## config.mk

```make
export PLATFORM = sky130hd
export DESIGN_NAME = laser_pulse_ctrl
export DESIGN_NICKNAME = d
export VERILOG_FILES = /design/src/rtl/laser_pulse_ctrl.sv
export SDC_FILE = /design/constraint.sdc
export NUM_CORES = 1
export LEC_CHECK = 0
export CORE_UTILIZATION = 40
export CTS_CLUSTER_SIZE = 12
export DETAILED_ROUTE_END_ITERATION = 10
export GPL_TIMING_DRIVEN = 0
export SKIP_CTS_REPAIR_TIMING = 1
export SLEW_MARGIN = 15
export SYNTH_ARGS = -nofsm -noshare
export SYNTH_HDL_FRONTEND = slang
export SYNTH_SLANG_ARGS = --single-unit
```

## constraint.sdc

```tcl
create_clock -name Clk -period 2.1 [get_ports Clk]
set_input_delay 0.42 -clock Clk [delete_from_list [all_inputs] [get_ports Clk]]
set_output_delay 0.42 -clock Clk [all_outputs]
set_load 0.02 [all_outputs]
```

## src/rtl/laser_pulse_ctrl.sv

```systemverilog
// rtl/laser_pulse_ctrl.sv - laser pulse controller with cool-down lockout, repeat and abort
// Optional burst mode (BurstCnt port, pulses per trigger) enabled by defining LASER_BURST_EN.
module laser_pulse_ctrl #(
   parameter int CNT_W   = 16,
   parameter int BURST_W = 4
) (
   input  logic               Clk,
   input  logic               Rst,
   input  logic               B,
   input  logic               Abort,
   input  logic               Mode,
   input  logic [CNT_W-1:0]   OnTime,
   input  logic [CNT_W-1:0]   OffTime,
`ifdef LASER_BURST_EN
   input  logic [BURST_W-1:0] BurstCnt,
`endif
   output logic               X,
   output logic               Busy,
   output logic               Done,
   output logic [CNT_W-1:0]   Remaining
);

   typedef enum logic [1:0] {IDLE, ON, COOL} state_t;

   state_t               state, state_n;
   logic                 bq;
   logic [CNT_W-1:0]     on_lat, on_lat_n, off_lat, off_lat_n;
   logic [BURST_W-1:0]   pulse_cnt, pulse_n;
   logic                 x_n, busy_n, done_n;
   logic [CNT_W-1:0]     rem_n;
   logic                 start, last_pulse, more_pulses;

   assign start = B && !bq;
   // A non-zero pulse count means a burst is still in progress.
   assign more_pulses = (pulse_cnt != '0);

`ifdef LASER_BURST_EN
   logic [BURST_W-1:0] burst_lat, burst_lat_n;
   assign last_pulse = (pulse_cnt == burst_lat - BURST_W'(1));
`else
   assign last_pulse = 1'b1;
`endif

   always_ff @(posedge Clk) begin
      if (Rst) begin
         state     <= IDLE;
         X         <= 1'b0;
         Busy      <= 1'b0;
         Done      <= 1'b0;
         Remaining <= '0;
         bq        <= 1'b0;
         on_lat    <= '0;
         off_lat   <= '0;
         pulse_cnt <= '0;
`ifdef LASER_BURST_EN
         burst_lat <= '0;
`endif
      end else begin
         state     <= state_n;
         X         <= x_n;
         Busy      <= busy_n;
         Done      <= done_n;
         Remaining <= rem_n;
         bq        <= B;
         on_lat    <= on_lat_n;
         off_lat   <= off_lat_n;
         pulse_cnt <= pulse_n;
`ifdef LASER_BURST_EN
         burst_lat <= burst_lat_n;
`endif
      end
   end

   always_comb begin
      state_n   = state;
      x_n       = X;
      busy_n    = Busy;
      done_n    = 1'b0;
      rem_n     = Remaining;
      on_lat_n  = on_lat;
      off_lat_n = off_lat;
      pulse_n   = pulse_cnt;
`ifdef LASER_BURST_EN
      burst_lat_n = burst_lat;
`endif
      case (state)
         IDLE: begin
            x_n    = 1'b0;
            busy_n = 1'b0;
            rem_n  = '0;
            if (start && !Abort) begin
               state_n   = ON;
               x_n       = 1'b1;
               busy_n    = 1'b1;
               on_lat_n  = (OnTime == '0) ? CNT_W'(1) : OnTime;
               off_lat_n = OffTime;
               rem_n     = on_lat_n;
               pulse_n   = '0;
`ifdef LASER_BURST_EN
               burst_lat_n = (BurstCnt == '0) ? BURST_W'(1) : BurstCnt;
`endif
            end
         end
         ON: begin
            if (Abort) begin
               state_n = IDLE;
               x_n     = 1'b0;
               busy_n  = 1'b0;
               rem_n   = '0;
               pulse_n = '0;
            end else if (Remaining == CNT_W'(1)) begin
               done_n  = last_pulse;
               pulse_n = last_pulse ? '0 : pulse_cnt + BURST_W'(1);
               if (off_lat != '0) begin
                  state_n = COOL;
                  x_n     = 1'b0;
                  rem_n   = off_lat;
               end else if (!last_pulse || (Mode && B)) begin
                  rem_n = on_lat;
               end else begin
                  state_n = IDLE;
                  x_n     = 1'b0;
                  busy_n  = 1'b0;
                  rem_n   = '0;
               end
            end else if (Remaining != '0) begin
               rem_n = Remaining - CNT_W'(1);
            end
         end
         COOL: begin
            if (Abort) begin
               state_n = IDLE;
               busy_n  = 1'b0;
               rem_n   = '0;
               pulse_n = '0;
            end else if (Remaining == CNT_W'(1)) begin
               if (more_pulses || (Mode && B)) begin
                  state_n = ON;
                  x_n     = 1'b1;
                  rem_n   = on_lat;
               end else begin
                  state_n = IDLE;
                  busy_n  = 1'b0;
                  rem_n   = '0;
               end
            end else if (Remaining != '0) begin
               rem_n = Remaining - CNT_W'(1);
            end
         end
         default: begin
            state_n = IDLE;
            x_n     = 1'b0;
            busy_n  = 1'b0;
            rem_n   = '0;
            pulse_n = '0;
         end
      endcase
   end

endmodule

```

==> run_results.csv <==
group,metric,value,unit
clocking,cts.sinks,54,
setup_path,cp-start-kind,"flip-flop",
setup_path,reg2reg_slack,0.05,ns
synth,synthDistinctLibCells,59,
sta,fmax,0.4887,GHz
sta,final_hold_viol_count,0,
placement,dp_worst_setup_slack,-0.4743,ns
sta,worst_slack,0.05391,ns
sta,worstMarginPinSlew,0.5411,ns
floorplan,chipWidth,87.02,um
global_routing,antenna_found_initial,0,
synth,synth_nets,396,
synth,synthCells,357,
clocking,h-tree-depth,2,
final_layout,multiInputGateArea,1824,um^2
detailed_routing,vias,2865,
setup_path,worstRegToRegCells,7,
synth,synthTopCellsByArea,"dfxtp_1 (37%), nand2_1 (10%), a21oi_1 (7.6%), a32o_1 (2.4%), nor4_2 (2.2%)",
min_path,hold_start,"B",
synth,synth_common_cells,"nand2_1 (80), dfxtp_1 (54), a21oi_1 (44)",
min_path,min_path_cells,2,
power_and_ir_drop,leakagePower,0.001406,uW
synth,synth-edff-count,0,
clocking,clk_pin_slew_worst_paths,0.10,ns
sta,setup_viol,0,
synth,ys_warn_count,0,
synth,ys_ff_latch,54,
setup_path,crit-reg2reg-launch,"state[1]",
placement,dp_hpwl,6585,um
clocking,worstSkewPairLatency,0.31,ns
clocking,cts_buffers,5,
detailed_routing,drc,0,
sta,skew,0.007181,ns
final_layout,fillers,666,
placement,io_buffers,55,
sta,setup_tns,0,ns
power_and_ir_drop,finalPower,2431,uW
sta,final_max_slew_viol_count,0,
placement,placedCellCount,508,
min_path,min_to,"bq",
clocking,cts_tree,"done",
synth,syn_area,2892,um^2
final_layout,area_growth_syn_to_layout,33.67,%
synth,ys_seq_area_share,37.39,%
floorplan,rows,30,
clocking,ctsRootBufferMaster,"clkbuf_8",
detailed_routing,first_iter_violations,183,
floorplan,die_area,7572,um^2
power_and_ir_drop,ir_drop,0.3712,mV
sta,fin_hold_ws,0.4165,ns
clocking,clock_path_buffers,2,
synth,ys.flop_type,"dfxtp_1",
setup_path,end_kind,"flip-flop",
placement,place_congestion,0.8871,
detailed_routing,ant_nets,0,
global_routing,grt_pass1_vias,2769,
final_layout,layout-drive-gt1-share,13.03,%
global_routing,grt_pass1_wl,14090,um
setup_path,crit_type,"flip-flop to flip-flop",
global_routing,grt_max_degree,17,
floorplan,ios,56,
final_layout,nets,460,
synth,async_reset_ff_share,0,%
power_and_ir_drop,p_per_area,628.9,nW/um^2
synth,syn_area_per_cell,8.100,um^2
setup_path,cp.required,2.31,ns
status,status,"complete, no violations",
setup_path,arrival,2.26,ns
detailed_routing,wl,8711,um
final_layout,stdcell_count,518,
flow_run,maxCapViolCount,0,
setup_path,r2r-end,"Remaining[2]",
detailed_routing,first_pass_iters,4,
global_routing,track_usage,24.31,%
final_layout,antenna_cells,0,
min_path,hold_path.class,"input pin to flip-flop",
detailed_routing,wire_per_inst,16.82,um
final_layout,regArea,1087,um^2
synth,yosysTopAreaCell,"dfxtp_1",
synth,synth_top_area_share,37.39,%
synth,synth.most_common_cell,"nand2_1",
sta,min_period,2.046,ns
detailed_routing,vias_per_cell,5.531,
setup_path,cp_max_fo,10,
global_routing,grt_overflow,0,
floorplan,core_area,6907,um^2
floorplan,fp.dieH,87.02,um
sta,slew_headroom,63.66,%
floorplan,start_util,41.87,%
sta,post-route-period-util,97.43,%
-- worst max path at each step --
stage                             from           end  slack (ns)  cells past startpoint
after CTS                        Abort  Remaining[1]       -0.15                      5
after global routing      Remaining[1]             X      -0.009                      7
after global placement           Abort  Remaining[1]       -0.47                      5
after floorplan           Remaining[0]             X        0.08                      6
final                         state[1]  Remaining[2]        0.05                      7
after detailed placement         Abort  Remaining[1]       -0.47                      5
-- power by group --
part           switching [uW]  internal (uW)
combinational             322            284
clock                     354            352
sequential               52.7           1070
-- per-stage QoR --
stage | utilization, % | area [um^2]
2_1_floorplan | - | 2892
3_3_place_gp | 51.58 | 3562
3_5_place_dp | 51.58 | 3562
4_1_cts | 53.15 | 3671
5_1_grt | 55.96 | 3865
6_report | 55.96 | 3865
-- cells in the final DEF (no fill, tap or decap), types with 6 or more instances in the layout --
master           instances
mux2i_1                  6
clkdlybuf4s50_1         54
nand2_1                 80
nor2_1                  13
a32o_1                   7
o21ai_1                  6
clkbuf_1                 6
dfxtp_1                 51
buf_4                    7
a21oi_1                 44
nor2b_1                  6
-- metal layers --
metal	GRT usage [%]	vias to the layer above	wire length, um	share of wire [%]
li1	-	1442	-	-
met2	40.23	82	4100	47
met1	32.49	1326	4190	48
met4	8.333	0	136	1.6
met3	3.318	15	285	3.3
met5	0	-	0	0
-- flip-flops by register name (all words and copies together), names as in the netlist --
| signal | flops |
|---|---|
| Remaining | 16 |
| off_lat | 16 |
| state | 2 |
| X | 1 |
| Done | 1 |
| Busy | 1 |
| on_lat | 16 |
| bq | 1 |
-- cells by family (layout without fill, tap and decap cells) --
kind of cell | count (synthesis) | after routing | synth area share (%)
flops | 54 | 54 | 37.39
simple gates | 153 | 153 | 27.78
compound gates | 110 | 110 | 26.05
mux | 7 | 7 | 2.467
buf+inv | 28 | 93 | 4.543
fa+ha+maj | 2 | 2 | 0.8653
xor+xnor | 3 | 3 | 0.9089
-- critical path, stage by stage, from the launching register on --
cell and delay (ns):
dfxtp_1 0.32, buf_6 0.13, nor2b_1 0.17, a41o_2 0.30, and2_1 0.17, clkbuf_4 0.20
a221o_1 0.40, a32o_1 0.26
-- final cells by class --
type / instances / share of cell area (%)
buffer: 22 / 3.367
clock buffer: 5 / 1.781
clock inverter: 3 / 1.036
inverter: 5 / 0.4856
multi-input combinational: 275 / 47.20
sequential: 54 / 28.13
tap: 96 / 3.108
timing repair buffer: 58 / 14.89
Note: power is estimated with default switching activity, not from simulation.
